==> config.mk <==
export PLATFORM = sky130hd
export DESIGN_NAME = stereo_line_scheduler
export DESIGN_NICKNAME = d
export VERILOG_FILES = /design/src/rtl/stereo_line_scheduler.sv
export SDC_FILE = /design/constraint.sdc
export NUM_CORES = 1
export LEC_CHECK = 0
export CORE_MARGIN = 10
export CORE_UTILIZATION = 55
export CTS_BUF_LIST = sky130_fd_sc_hd__clkbuf_2
export DETAILED_ROUTE_END_ITERATION = 8
export PLACE_DENSITY = 0.82
export SLEW_MARGIN = 15
export SYNTH_ARGS = -nofsm -noshare
export SYNTH_HDL_FRONTEND = slang
export SYNTH_SLANG_ARGS = --single-unit
==> constraint.sdc <==
create_clock -name pixel_clock -period 7.2 [get_ports pixel_clock]
set_input_delay 0.72 -clock pixel_clock [delete_from_list [all_inputs] [get_ports pixel_clock]]
set_output_delay 0.72 -clock pixel_clock [all_outputs]
set_load 0.005 [all_outputs]
==> src/rtl/stereo_line_scheduler.sv <==
// Per-line read sequencer for the stereo matcher line buffers: latches the completed
// buffer, derives WIN row selects, sweeps the column address and flags full windows.
module stereo_line_scheduler #(
  parameter int COL_FIRST  = 2,
  parameter int COL_LAST   = 641,
  parameter int WIN        = 5,
  parameter int NBUF       = 6,
  parameter int RD_LATENCY = 1,
  parameter int ADDR_W     = 10
) (
  input  logic              pixel_clock,
  input  logic              reset_n,
  input  logic              read_start,
  input  logic [2:0]        select_ps,
  input  logic              enable,
  input  logic              clr_overrun,
  output logic              rd_en,
  output logic [ADDR_W-1:0] rd_addr,
  output logic [3*WIN-1:0]  rd_row_sel,
  output logic              win_valid,
  output logic [ADDR_W-1:0] win_col,
  output logic              line_done,
  output logic              busy,
  output logic              overrun
);

  typedef enum logic [1:0] {S_IDLE, S_SWEEP, S_DRAIN, S_DONE} state_t;

  state_t              r_state, w_state_nxt;
  logic                r_rd_en, w_rd_en_nxt;
  logic [ADDR_W-1:0]   r_rd_addr, w_rd_addr_nxt;
  logic [3*WIN-1:0]    r_row_sel, w_row_sel_nxt;
  logic                r_line_done, w_line_done_nxt;
  logic                r_busy, w_busy_nxt;
  logic                r_overrun, w_overrun_nxt;
  logic                r_pending, w_pending_nxt;
  logic [2:0]          r_pending_sel, w_pending_sel_nxt;
  logic [ADDR_W-1:0]   r_drain_cnt, w_drain_nxt;
  logic                w_req, w_start, w_overrun_set;
  logic [2:0]          w_start_sel;
  logic [3:0]          w_sum;
  logic                w_win_in;
  logic [ADDR_W-1:0]   w_col_in;
  logic [RD_LATENCY-1:0] r_vpipe;
  logic [ADDR_W-1:0]   r_cpipe [RD_LATENCY];

  assign w_req = read_start & enable;

  always_comb begin
    w_state_nxt       = r_state;
    w_rd_en_nxt       = r_rd_en;
    w_rd_addr_nxt     = r_rd_addr;
    w_row_sel_nxt     = r_row_sel;
    w_line_done_nxt   = 1'b0;
    w_pending_nxt     = r_pending;
    w_pending_sel_nxt = r_pending_sel;
    w_drain_nxt       = r_drain_cnt;
    w_overrun_set     = 1'b0;
    w_start           = 1'b0;
    w_start_sel       = select_ps;
    w_sum             = '0;

    // Requests arriving during a sweep fill the single pending slot or are dropped.
    if (r_state != S_IDLE && w_req) begin
      if (!r_pending) begin
        w_pending_nxt     = 1'b1;
        w_pending_sel_nxt = select_ps;
      end else begin
        w_overrun_set = 1'b1;
      end
    end

    case (r_state)
      S_IDLE: begin
        if (r_pending) begin
          w_start       = 1'b1;
          w_start_sel   = r_pending_sel;
          w_pending_nxt = w_req;
          if (w_req) w_pending_sel_nxt = select_ps;
        end else if (w_req) begin
          w_start = 1'b1;
        end
      end
      S_SWEEP: begin
        // One trailing cycle with rd_en low before draining the read pipeline.
        if (r_rd_en) begin
          if (r_rd_addr == ADDR_W'(COL_LAST)) begin
            w_rd_en_nxt   = 1'b0;
            w_rd_addr_nxt = ADDR_W'(COL_FIRST);
          end else begin
            w_rd_addr_nxt = r_rd_addr + 1'b1;
          end
        end else begin
          w_state_nxt = S_DRAIN;
          w_drain_nxt = ADDR_W'(RD_LATENCY - 1);
        end
      end
      S_DRAIN: begin
        if (r_drain_cnt == '0) begin
          w_state_nxt     = S_DONE;
          w_line_done_nxt = 1'b1;
        end else begin
          w_drain_nxt = r_drain_cnt - 1'b1;
        end
      end
      S_DONE: begin
        if (r_pending) begin
          w_start       = 1'b1;
          w_start_sel   = r_pending_sel;
          w_pending_nxt = 1'b0;
        end else begin
          w_state_nxt = S_IDLE;
        end
      end
      default: w_state_nxt = S_IDLE;
    endcase

    if (w_start) begin
      w_state_nxt   = S_SWEEP;
      w_rd_en_nxt   = 1'b1;
      w_rd_addr_nxt = ADDR_W'(COL_FIRST);
      for (int k = 0; k < WIN; k++) begin
        w_sum = 4'(w_start_sel) + 4'(NBUF - WIN + 1 + k);
        w_row_sel_nxt[3*k +: 3] = 3'(w_sum % 4'(NBUF));
      end
    end

    w_busy_nxt    = (w_state_nxt != S_IDLE);
    w_overrun_nxt = w_overrun_set ? 1'b1 : (clr_overrun ? 1'b0 : r_overrun);
  end

  always_ff @(posedge pixel_clock or negedge reset_n) begin
    if (!reset_n) begin
      r_state       <= S_IDLE;
      r_rd_en       <= 1'b0;
      r_rd_addr     <= ADDR_W'(COL_FIRST);
      r_row_sel     <= '0;
      r_line_done   <= 1'b0;
      r_busy        <= 1'b0;
      r_overrun     <= 1'b0;
      r_pending     <= 1'b0;
      r_pending_sel <= '0;
      r_drain_cnt   <= '0;
    end else begin
      r_state       <= w_state_nxt;
      r_rd_en       <= w_rd_en_nxt;
      r_rd_addr     <= w_rd_addr_nxt;
      r_row_sel     <= w_row_sel_nxt;
      r_line_done   <= w_line_done_nxt;
      r_busy        <= w_busy_nxt;
      r_overrun     <= w_overrun_nxt;
      r_pending     <= w_pending_nxt;
      r_pending_sel <= w_pending_sel_nxt;
      r_drain_cnt   <= w_drain_nxt;
    end
  end

  // A window is complete once WIN columns have been read; report its centre column.
  assign w_win_in = r_rd_en && (r_rd_addr >= ADDR_W'(COL_FIRST + WIN - 1));
  assign w_col_in = r_rd_addr - ADDR_W'((WIN - 1) / 2);

  always_ff @(posedge pixel_clock or negedge reset_n) begin
    if (!reset_n) begin
      r_vpipe <= '0;
      for (int i = 0; i < RD_LATENCY; i++) r_cpipe[i] <= '0;
    end else begin
      r_vpipe[0] <= w_win_in;
      if (w_win_in) r_cpipe[0] <= w_col_in;
      for (int i = 1; i < RD_LATENCY; i++) begin
        r_vpipe[i] <= r_vpipe[i-1];
        if (r_vpipe[i-1]) r_cpipe[i] <= r_cpipe[i-1];
      end
    end
  end

  assign rd_en      = r_rd_en;
  assign rd_addr    = r_rd_addr;
  assign rd_row_sel = r_row_sel;
  assign win_valid  = r_vpipe[RD_LATENCY-1];
  assign win_col    = r_cpipe[RD_LATENCY-1];
  assign line_done  = r_line_done;
  assign busy       = r_busy;
  assign overrun    = r_overrun;

endmodule
# Word level (Yosys, flattened, before mapping)
# Cells that the tools add are included.
[totals]
reg_bits = 56
word_cells = 81
out_inout_bits = 40
[classes]
div_mod_pow = 5
n_mux = 35
n_lt_le_gt_ge = 1
bitwise_logic = 1
addsub = 8
eq_ne = 6
reduce_logical = 13
[ops]
columns = ["operator", "n"]
rows = [
  ["2-to-1 mux 10 bit", 6],
  ["modulo 4 x 3 -> 4 bit, second input constant", 5],
  ["case mux 10 bit (2 select lines)", 1],
  ["2-to-1 mux 3 bit", 6],
  ["2-to-1 mux 1 bit", 15],
  ["adder 3 x 3 -> 4 bit, second input constant", 3],
  ["nonzero test 2 bit", 6],
  ["adder 10 x 1 -> 10 bit, second input constant", 1],
  ["equality test 10 bit, second input constant", 1],
  ["greater-or-equal comparator 10 x 3 -> 1 bit, second input constant", 1],
  ["zero test 10 bit", 1],
  ["subtractor 10 x 1 -> 10 bit, second input constant", 1],
  ["subtractor 10 x 2 -> 10 bit, second input constant", 1],
  ["adder 3 x 2 -> 4 bit, second input constant", 2],
  ["2-to-1 mux 2 bit", 4],
  ["case mux 2 bit (3 select lines)", 1],
  ["equality test 2 bit, second input constant", 2],
  ["!= test 2 bit, second input constant", 2],
  ["case mux 1 bit (2 select lines)", 2],
  ["AND reduction 3 bit", 1],
  ["equality test 2 x 1 -> 1 bit, second input constant", 1],
  ["logical AND 1 bit", 2],
  ["zero test 2 bit", 1],
  ["AND reduction 2 bit", 1],
  ["2 further kinds", 2],
]

# Logic depth before layout (Yosys ltp)
[logic_depth]
depth_word = 6
depth_mapped = 11

# Worst setup path before layout
# OpenSTA, ideal clock, no wires.
[synth_path]
kind = "flip-flop to flip-flop"
startpoint = "reg r_state[0]"
endpoint = "reg r_row_sel[4] (netlist: rd_row_sel[4])"
synth_period_minus_slack_ps = 2840
setup_slack_ps = 4360
path_buffers = 0
t_arrival_ps = 2714
required_ps = 7074
path_stages_with_launch = 12
cell_sequence = "dfrtp_1 -> inv_1 -> ha_1 -> nor2b_2 -> mux2i_1 -> inv_1 -> ha_1 -> and4b_1 -> a311o_1 -> nor3_1 -> o31a_1 -> a21oi_1"
[synth_between]
elab_chain_len = 5
word_cells_on_any_way = 7
classes_between = "1 x add/sub; 1 x div; 1 x eq/ne; 2 x mux; 2 x reduce/logical"
[synth_rtl]
columns = ["item", "line", "rtl"]
rows = [
  ["start: declaration", "29", "state_t r_state, w_state_nxt;"],
  ["start signal: assignment", "145", "r_state <= w_state_nxt;"],
  ["equality test 2 bit or zero test 2 bit (tied branches)", "73", "case (r_state)"],
  ["OR reduction 2 bit (no line)", "-", ""],
  ["2-to-1 mux 3 bit", "-", ""],
  ["adder 3 x 2 -> 4 bit", "123", "w_sum = 4'(w_start_sel) + 4'(NBUF - WIN + 1 + k);"],
  ["modulo 4 x 3 -> 4 bit", "124", "w_row_sel_nxt[3*k +: 3] = 3'(w_sum % 4'(NBUF));"],
  ["end signal: assignment", "148", "r_row_sel <= w_row_sel_nxt;"],
  ["end: declaration", "32", "logic [3*WIN-1:0] r_row_sel, w_row_sel_nxt;"],
]
# Parallel ways exist; a longest one is shown, timed or not.
# A chain may end at the register's enable or synchronous reset.

# Worst setup path after layout
[layout_path]
startpoint = "reg r_state[1]"
endpoint = "reg r_row_sel[5] (netlist: rd_row_sel[5])"
# The elaborated chain is that of the path after synthesis.

==> flow_summary.json <==
{
  "drt-initial-drc-count": 124,
  "numCtsBuffers": 5,
  "worstPathRequired_ns": 7.56,
  "gp_congestion": 0.845,
  "cts_resized": 0,
  "setup_viol": 0,
  "synth_xor_area_share_pct": 5.78,
  "core-area_um2": 5240,
  "clkPwrFrac_pct": 23.8,
  "synthSimpleGateAreaFrac_pct": 19.1,
  "syn-cell-area_um2": 3030,
  "leakagePower_nw": 1.58,
  "synth-seq-area-share_pct": 43.0,
  "p_sw_share_pct": 24.9,
  "synth_compound_area_share_pct": 13.1,
  "clockRootBuffer": "clkbuf_2",
  "drc": 0,
  "finalCriticalPeriod_ns": 3.39,
  "synth.area.mux_share_pct": 4.09,
  "crit_arrival_ns": 3.76,
  "p_int_mw": 0.356,
  "status": "finished clean",
  "path_buf_inv": 2,
  "worstMarginPinSlew_ns": 0.685,
  "h-tree-depth": 2,
  "crit_path_top_delay_cell": "mux2i_1",
  "start_util_pct": 57.9,
  "fin_crit_sh_pct": 47.1,
  "n_antenna_cell": 0,
  "grt_pass1_vias": 2364,
  "power_mw": 0.474,
  "switchingPower_mw": 0.118,
  "power.share.sequential_pct": 65.1,
  "final_core_util_pct": 67.3,
  "maxCapViolations": 0,
  "hold_buffers": 0,
  "ys_seq_elements": 52,
  "via_per_inst": 5.60,
  "synth_adder_area_share_pct": 9.08,
  "cts_tree": "built",
  "skew_ns": 0.0129,
  "portBuffers": 47,
  "met3_usage_pct": 4.80,
  "peakVddDrop_mv": 0.0998,
  "antenna_left": 0,
  "clk_path_buf_depth": 2,
  "clk_latency_ns": 0.43,
  "dp_hpwl_um": 4750,
  "drt_pass1_iterations": 4,
  "num_rows": 26,
  "gr-usage-all-layers_pct": 15.1,
  "use_met1_pct": 17.8,
  "ys_warn_count": 0,
  "fp.dieArea_um2": 8880,
  "slew_violations": 0,
  "cts_sinks": 52,
  "drive_gt1_share_pct": 5.63,
  "overflow": 0,
  "synth.distinct_cells": 53,
  "setup_ws_ns": 3.81,
  "place_ws_ns": 3.90,
  "die_y_um": 94.2,
  "max_stage_delay_ns": 0.56,
  "grt_pass1_wl_um": 11000,
  "drt_wl_total_um": 6440,
  "clk_pin_slew_worst_paths_ns": 0.24,
  "relSlewSlack_pct": 53.0,
  "tns_ns": 0,
  "fillers": 441,
  "cp_top_family": "simple AND/OR/NAND/NOR gates",
  "synth_edf_count": 0,
  "cp-start-kind": "flip-flop",
  "nets": 384,
  "max_freq_mhz": 295,
  "worst-setup-path-type": "reg2reg",
  "syn_nets": 347,
  "vias": 2380,
  "avgSynthCellArea_um2": 9.56,
  "wl_per_cell_um": 15.1,
  "cp_max_fo": 7,
  "pin_count": 48,
  "netlist_instances": 317,
  "cp-end-kind": "flip-flop",
  "p_per_area_nw_per_um2": 134,
  "antenna_found_initial": 0,
  "postCtsSetupRepairBufs": 0,
  "grt_util_met2_pct": 25.4,
  "grt_max_degree": 53,
  "die_w_um": 94.2,
  "hold_path.class": "in2async",
  "cp_cell_sequence": "inv_1, ha_1, nor2b_2, mux2i_1, inv_1, ha_1, and4b_1, a311o_1, nor3_1, mux2i_1, o21ai_0",
  "rsz0062_at_grt": "no",
  "combPwrFrac_pct": 11.1,
  "syn2layout_area_growth_pct": 16.3,
  "hold_viol": 0,
  "ys.flop_type": "dfrtp_1",
  "synthArstFlopShare_pct": 100,
  "busiest_layer": "met2",
  "synth_top_family_by_area": "simple AND/OR/NAND/NOR gates"
}
metrics by stage:
step	instances	hold WS [ns]	area [µm²]
after floorplan	317	0.424	3030
after global placement	417	0.465	3480
after detailed placement	417	0.470	3480
after CTS	425	0.369	3520
after global routing	425	0.358	3520
final	425	0.354	3520
cells by family (layout without fill, tap and decap cells):
logic type | Yosys count | after routing
and+or+nand+nor | 113 | 113
AOI/OAI and AO/OA | 63 | 63
DFF | 52 | 52
buffers and inverters | 36 | 74
adders and majority gates | 22 | 22
xor gates and xnor gates | 20 | 20
muxes | 11 | 11
final timing paths:
check	from	to	slack [ns]	cells past startpoint
worst max-delay path	r_state[1]	rd_row_sel[5]	3.81	11
worst min-delay path	reset_n	win_col[1]	0.35	2
worst max register to register	r_state[1]	rd_row_sel[5]	3.81	11
worst min register to register	rd_row_sel[14]	rd_row_sel[14]	0.52	2
max in group asynchronous	reset_n	rd_row_sel[7]	6.41	2
min in group pixel_clock	rd_row_sel[14]	rd_row_sel[14]	0.52	2
power groups by stage:
stage	Sequential [mW]	Combinational (mW)	Clock, mW
2_1_floorplan	0.313	0.0226	0
3_3_place_gp	0.313	0.0513	0
3_5_place_dp	0.313	0.0531	0
4_1_cts	0.309	0.0533	0.116
5_1_grt	0.310	0.0582	0.131
6_report	0.308	0.0524	0.113
layout make-up:
cell class,count,area (µm²),share of cell area (%)
Multi-Input combinational cell,229,1550,44.0
Sequential cell,52,1300,37.0
Timing Repair Buffer,49,480,13.6
Tap cell,70,87.6,2.49
Inverter,17,63.8,1.81
Clock buffer,7,35.0,0.994
Clock inverter,1,3.75,0.107
placed cells by master, fill, tap and decap left out, types with 3 or more instances in the layout:
cell             count
mux2i_1              6
nand2_1             26
nand4_1              5
dfrtp_1             51
a21oi_1             21
nor3_1               7
nor2_1              31
a21o_1               3
xor2_1              10
mux2_2               3
ha_1                22
nor4_1               5
nand2b_1             9
or4_1                6
o21ai_0             16
inv_1               17
nor2b_1              3
xnor2_1             10
o31a_1               3
clkbuf_2             7
clkdlybuf4s50_1     46
nand3_1              7
state kept, by name (all words and copies together), names as in the netlist:
name,count
rd_en,1
r_pending_sel,3
r_pending,1
rd_row_sel,11
busy,1
win_col,10
rd_addr,10
overrun,1
win_valid,1
line_done,1
r_state,2
r_drain_cnt,10
cells in the mapped netlist (all sizes together), types with 2 or more instances:
cell     number  area, µm²
a21o          3       22.5
a21oi        21        105
a31oi         2       12.5
and4          2       17.5
buf           9       76.3
clkbuf       10       37.5
dfrtp        51       1280
ha           22        275
inv          17       63.8
mux2          5       63.8
mux2i         6       60.1
nand2        26       97.6
nand2b        9       56.3
nand3         7       35.0
nand4         5       31.3
nor2         31        116
nor2b         4       27.5
nor3          8       45.0
nor4          5       31.3
o2111ai       2       17.5
o21a          2       15.0
o21ai        16       80.1
o2bb2ai       2       17.5
o31a          3       26.3
o32ai         2       17.5
or3           2       12.5
or4           6       45.0
xnor2        10       87.6
xor2         10       87.6
routing by layer:
layer	share of wire [%]	vias up
met2	48	57
met1	43	1141
met5	0	-
met4	1.2	0
met3	7.2	10
li1	-	1172
Note: power is estimated with default switching activity, not from simulation.
